[src/rtl/regfile_2r1w.sv]
// regfile_2r1w: DEPTH x DATA_WIDTH register file with one write port and two
// registered read ports (1-cycle latency). A write to the address being read
// in the same cycle is forwarded to the read result.
// Optional build macro: REGFILE_ZERO_REG_EN hardwires entry 0 to zero.
module regfile_2r1w #(
  parameter  int DATA_WIDTH = 8,
  parameter  int DEPTH      = 16,
  localparam int ADDR_WIDTH = $clog2(DEPTH)
) (
  input  logic                  clk,
  input  logic                  reset_n,
  input  logic                  wr_en,
  input  logic [ADDR_WIDTH-1:0] wr_addr,
  input  logic [DATA_WIDTH-1:0] wr_data,
  input  logic                  rd_en_1,
  input  logic [ADDR_WIDTH-1:0] rd_addr_1,
  output logic [DATA_WIDTH-1:0] rd_data_1,
  output logic                  rd_valid_1,
  input  logic                  rd_en_2,
  input  logic [ADDR_WIDTH-1:0] rd_addr_2,
  output logic [DATA_WIDTH-1:0] rd_data_2,
  output logic                  rd_valid_2
);

`ifdef REGFILE_ZERO_REG_EN
  localparam bit ZERO_REG = 1'b1;
`else
  localparam bit ZERO_REG = 1'b0;
`endif

  // Storage is cleared by reset, so it is built from flops rather than RAM.
  logic [DATA_WIDTH-1:0] r_mem [DEPTH];

  // A write is only effective when it does not target a hardwired zero entry;
  // this same qualifier gates bypass, so address 0 never forwards.
  logic w_wr_ok;
  assign w_wr_ok = wr_en && !(ZERO_REG && (wr_addr == '0));

  // Array update: reset clears every entry, otherwise the write port lands.
  always_ff @(posedge clk) begin
    if (!reset_n) begin
      for (int i = 0; i < DEPTH; i++) begin
        r_mem[i] <= '0;
      end
    end else if (w_wr_ok) begin
      r_mem[wr_addr] <= wr_data;
    end
  end

  // Per-port request views so both read ports share one generated body.
  logic                  w_rd_en   [2];
  logic [ADDR_WIDTH-1:0] w_rd_addr [2];

  assign w_rd_en[0]   = rd_en_1;
  assign w_rd_en[1]   = rd_en_2;
  assign w_rd_addr[0] = rd_addr_1;
  assign w_rd_addr[1] = rd_addr_2;

  genvar gi;
  generate
    for (gi = 0; gi < 2; gi++) begin : g_port
      logic [DATA_WIDTH-1:0] w_rd_sel;
      logic [DATA_WIDTH-1:0] r_rd_data;
      logic                  r_rd_valid;

      // Select array contents, overridden by a same-cycle write, then by zero entry.
      always_comb begin
        w_rd_sel = r_mem[w_rd_addr[gi]];
        if (w_wr_ok && (wr_addr == w_rd_addr[gi])) begin
          w_rd_sel = wr_data;
        end
        if (ZERO_REG && (w_rd_addr[gi] == '0)) begin
          w_rd_sel = '0;
        end
      end

      // Output register: disabled ports present zero so no stale data leaks.
      always_ff @(posedge clk) begin
        if (!reset_n) begin
          r_rd_data  <= '0;
          r_rd_valid <= 1'b0;
        end else begin
          r_rd_valid <= w_rd_en[gi];
          r_rd_data  <= w_rd_en[gi] ? w_rd_sel : '0;
        end
      end
    end
  endgenerate

  assign rd_data_1  = g_port[0].r_rd_data;
  assign rd_valid_1 = g_port[0].r_rd_valid;
  assign rd_data_2  = g_port[1].r_rd_data;
  assign rd_valid_2 = g_port[1].r_rd_valid;

endmodule

[config.mk]
export PLATFORM = sky130hd
export DESIGN_NAME = regfile_2r1w
export DESIGN_NICKNAME = d
export VERILOG_FILES = /design/src/rtl/regfile_2r1w.sv
export SDC_FILE = /design/constraint.sdc
export NUM_CORES = 1
export LEC_CHECK = 0
export ABC_AREA = 1
export BUFFER_PORTS_ARGS = -buffer_cell sky130_fd_sc_hd__buf_2
export CORE_UTILIZATION = 40
export DETAILED_ROUTE_END_ITERATION = 16
export GPL_TIMING_DRIVEN = 0
export PLACE_DENSITY = 0.58
export SLEW_MARGIN = 30
export SYNTH_ARGS = -nofsm -noshare
export SYNTH_HDL_FRONTEND = slang
export SYNTH_SLANG_ARGS = --single-unit
[constraint.sdc]
create_clock -name clk -period 4.4 [get_ports clk]
set_input_delay 0.22 -clock clk [delete_from_list [all_inputs] [get_ports clk]]
set_output_delay 0.22 -clock clk [all_outputs]
set_load 0.05 [all_outputs]
# == After elaboration in Yosys (flattened, before gate mapping) ==
# Memories as Yosys holds them, arrays and structs flattened. A register that Yosys moved wholly into a read port is not among the register bits.
# Index checks and enable logic that the tools add are counted.
# totals
regBits,2
ram_bits,128
input_bits,25
out_inout_bits,18
elab_cells,15
mem_count,1
# memory_table
name,words,word_bits,read_ports,rd_ports_with_merged_regs,write_ports,line_no,source
r_mem,16,8,2,2,16,32,logic [DATA_WIDTH-1:0] r_mem [DEPTH];
# op_classes
n_mux,7
n_reduce_logical,5
# op_table
cell,n
$mux 8,1
$reduce_or 8->1,1
$mux 1,5
$mux 4,1
$reduce_and 2->1,2
$logic_not 1->1,2

# == Depth between registers and ports, before layout ==
# depth
word_depth,5
mapped_depth,11
ltp_nobuf,9

# == Worst setup path before layout ==
# No wires, ideal clock.
# synth_path
kind,in2reg
startpoint,in wr_addr[0]
endpoint,"mem r_mem[11][0], enable pin"
setup_time_ps,329
arrival_time_ps,1196
required_time_ps,4071
setup_slack_ps,2876
path_stages,4
path_buffers,0
cell_sequence,inv_1 > nor3_1 > nand2_2 > nand2_1
# synth_rtl
item,line_no,source
"start, declared",13,"input logic [ADDR_WIDTH-1:0] wr_addr,"
"end, declared",32,

==> impl_results.md <==
* Vias in the first global route at 7220
* Synthesized Nets at 1140
* First-pass GRT wire length at 46800 um
* Synth Flop Type: edfxtp_1
* GRT Util Overall at 30.7%
* Syn Std Cell Area at 8290 um^2
* Num CTS Buffers at 17
* Total gr overflow at 0
* Flops & latches, synth at 146
* Peak Freq at 0.560 GHz
* Most common cell in the netlist: nand2_1
* GP Congestion at 0.987
* Nets at 1197
* Core box area at 20300 um^2
* Pwr dens at 395 nW/um^2
* Post-CTS sizing at 0
* H-Tree Depth at 4
* Worst Path Max Fanout at 9
* # diodes at 0
* Worst-path clk slew at 0.06 ns
* Num ports at 43
* Startpoint Class: input port
* Area Growth Syn to Fin at 14.3%
* Wire per inst at 22.2 um
* Setup bufs post-CTS at 0
* Initial Utilization at 40.9%
* Max-Cap Viols at 0
* Status: finished clean
* Fillers at 2118
* Non-Filler Instances at 1455
* Iter 0 DRT Violations at 1112
* Most frequent cells after synthesis: 305 x nand2_1, 243 x nand3_1, 180 x inv_1
* Synth Instances at 1115
* Die span in y at 146 um
* Setup ws final at 2.61 ns
* Worst Skew at 0.0161 ns
* Async SR Flop Fraction at 0%
* Worst Hold Class: input port to register
* Period utilization at 40.6%
* Largest net degree at the start of global routing at 17
* Residual DRC at 0
* Average size of a mapped cell at 7.44 um^2
* Cts hold-fix bufs at 0
* Maximum VDD drop at 0.266 mV
* FP Rows at 52
* Count of different cell masters after synthesis at 17
* Placed insts at 1423
* Clk Latency, worst-skew pair at 0.44 ns
* DP HPWL at 23700 um
* Slew headroom at 28.6%
* Proportion of synthesized chip area in sequential cells at 50.7%
* Clk sink count at 146
* Pins Over Slew Limit at 0
* Pwr Total at 3.74 mW
* Multi-input gate area at 3140 um^2
* Top post-synthesis cells by area: edfxtp_1 46%, nand3_1 15%, nand2_1 14%
* RSZ-0062 raised after global routing: no
* Yosys top cell area share at 46.3%
* Vias at 7882
* Leakage at 4.67 nW
* Setup TNS at 0 ns
* Initial antenna violation count at 0
* Tmin final at 1.79 ns
* CP Capture Type: register
* Routed Antenna Nets at 0
* DP Worst Slack at 2.17 ns
* Setup violations, final at 0
* WS Path Type: input port to register
* Ratio of cells with drive above 1 in the final layout at 10.9%
* TritonCTS clock tree: done
* Post-synth top area cell: edfxtp_1
* Fin. Hold Viols at 0
* Utilization after layout at 46.7%
* Die area at 21300 um^2
* Number of vias per cell at 5.42
* Clock tree buffer depth at 2
* CP arrival at 1.88 ns
* Post-synth EDFFs at 128
* Reg area at 4200 um^2
* Port bufs at 35
* Synthesis warning total at 0
* Clk root buf: clkbuf_16
* Die W at 146 um
* Slew @ Worst Pin at 1.07 ns
* Detailed-route wire length at 32300 um
* First-pass detailed-route iteration total at 6
* Data required time at the worst endpoint at 4.49 ns
area by class of cell:
class | count | share of cell area [%]
Buffer | 63 | 3.02
Clock buffer | 17 | 4.49
Clock inverter | 15 | 2.15
Inverter | 183 | 7.25
Multi-Input combinational cell | 723 | 33.1
Sequential cell | 146 | 44.4
Tap cell | 270 | 3.56
Timing Repair Buffer | 38 | 2.09
metal layers:
layer,vias to the layer above,wire [um],GRT usage (%)
li1,3631,-,-
met3,57,3300,6.71
met5,-,0,0
met1,3725,13900,43.4
met2,469,14000,45.7
met4,0,1120,12.4
registers in the layout, indices dropped and copies added, names as in the netlist:
name	flops
r_mem	128
rd_data_1	8
rd_data_2	8
rd_valid_1	1
rd_valid_2	1
power breakdown:
part | total (mW) | internal, mW | leakage (nW) | switching [mW]
Combinational | 0.552 | 0.132 | 2.99 | 0.421
Clock | 1.58 | 0.957 | 0.306 | 0.625
Sequential | 1.61 | 1.58 | 1.37 | 0.0233
critical path, cell delays in order:
cell	delay, ns
buf_2	0.11
nand2_1	0.16
nor3_2	0.70
nand2_2	0.29
nand2_1	0.40
cells in the final DEF (no fill, tap or decap), types with 2 or more instances in the layout:
cell type	instances
buf_1	4
buf_2	71
buf_4	4
bufinv_16	4
clkbuf_1	21
clkbuf_16	17
clkinv_1	2
clkinv_4	2
dfxtp_1	18
edfxtp_1	128
inv_1	180
inv_2	3
inv_6	4
nand2_1	305
nand2_2	16
nand3_1	243
nor2_1	135
nor3_2	4
o21ai_0	9
o21bai_1	8
xor2_1	2
path summary, 6_finish.rpt:
kind / endpoint / from / slack (ns) / cells after the start
worst max-delay path: r_mem[1][4]$_SDFFCE_PN0P_ / wr_en / 2.61 / 5
worst min-delay path: rd_data_1[6]$_SDFF_PN0_ / wr_data[6] / 0.12 / 5
worst max register to register: rd_data_1[0]$_SDFF_PN0_ / r_mem[2][0]$_SDFFCE_PN0P_ / 3.03 / 8
worst min register to register: rd_data_1[3]$_SDFF_PN0_ / r_mem[12][3]$_SDFFCE_PN0P_ / 0.87 / 8
kinds of logic after synthesis:
| family | Yosys count | synth area share, % |
|---|---|---|
| AND/OR/NAND/NOR | 704 | 36.1 |
| buffers and inverters | 246 | 11.7 |
| flip-flops | 146 | 50.7 |
| AO/OA/AOI/OAI | 17 | 1.27 |
| XOR/XNOR | 2 | 0.211 |
through the flow:
step	instance area [um^2]	hold WS, ns
floorplan	8290	0.407
global placement	8810	0.553
detailed placement	8850	0.558
CTS	9480	0.116
global route	9480	0.150
finish	9480	0.124
No activity file was read; power rests on OpenSTA's default activity.
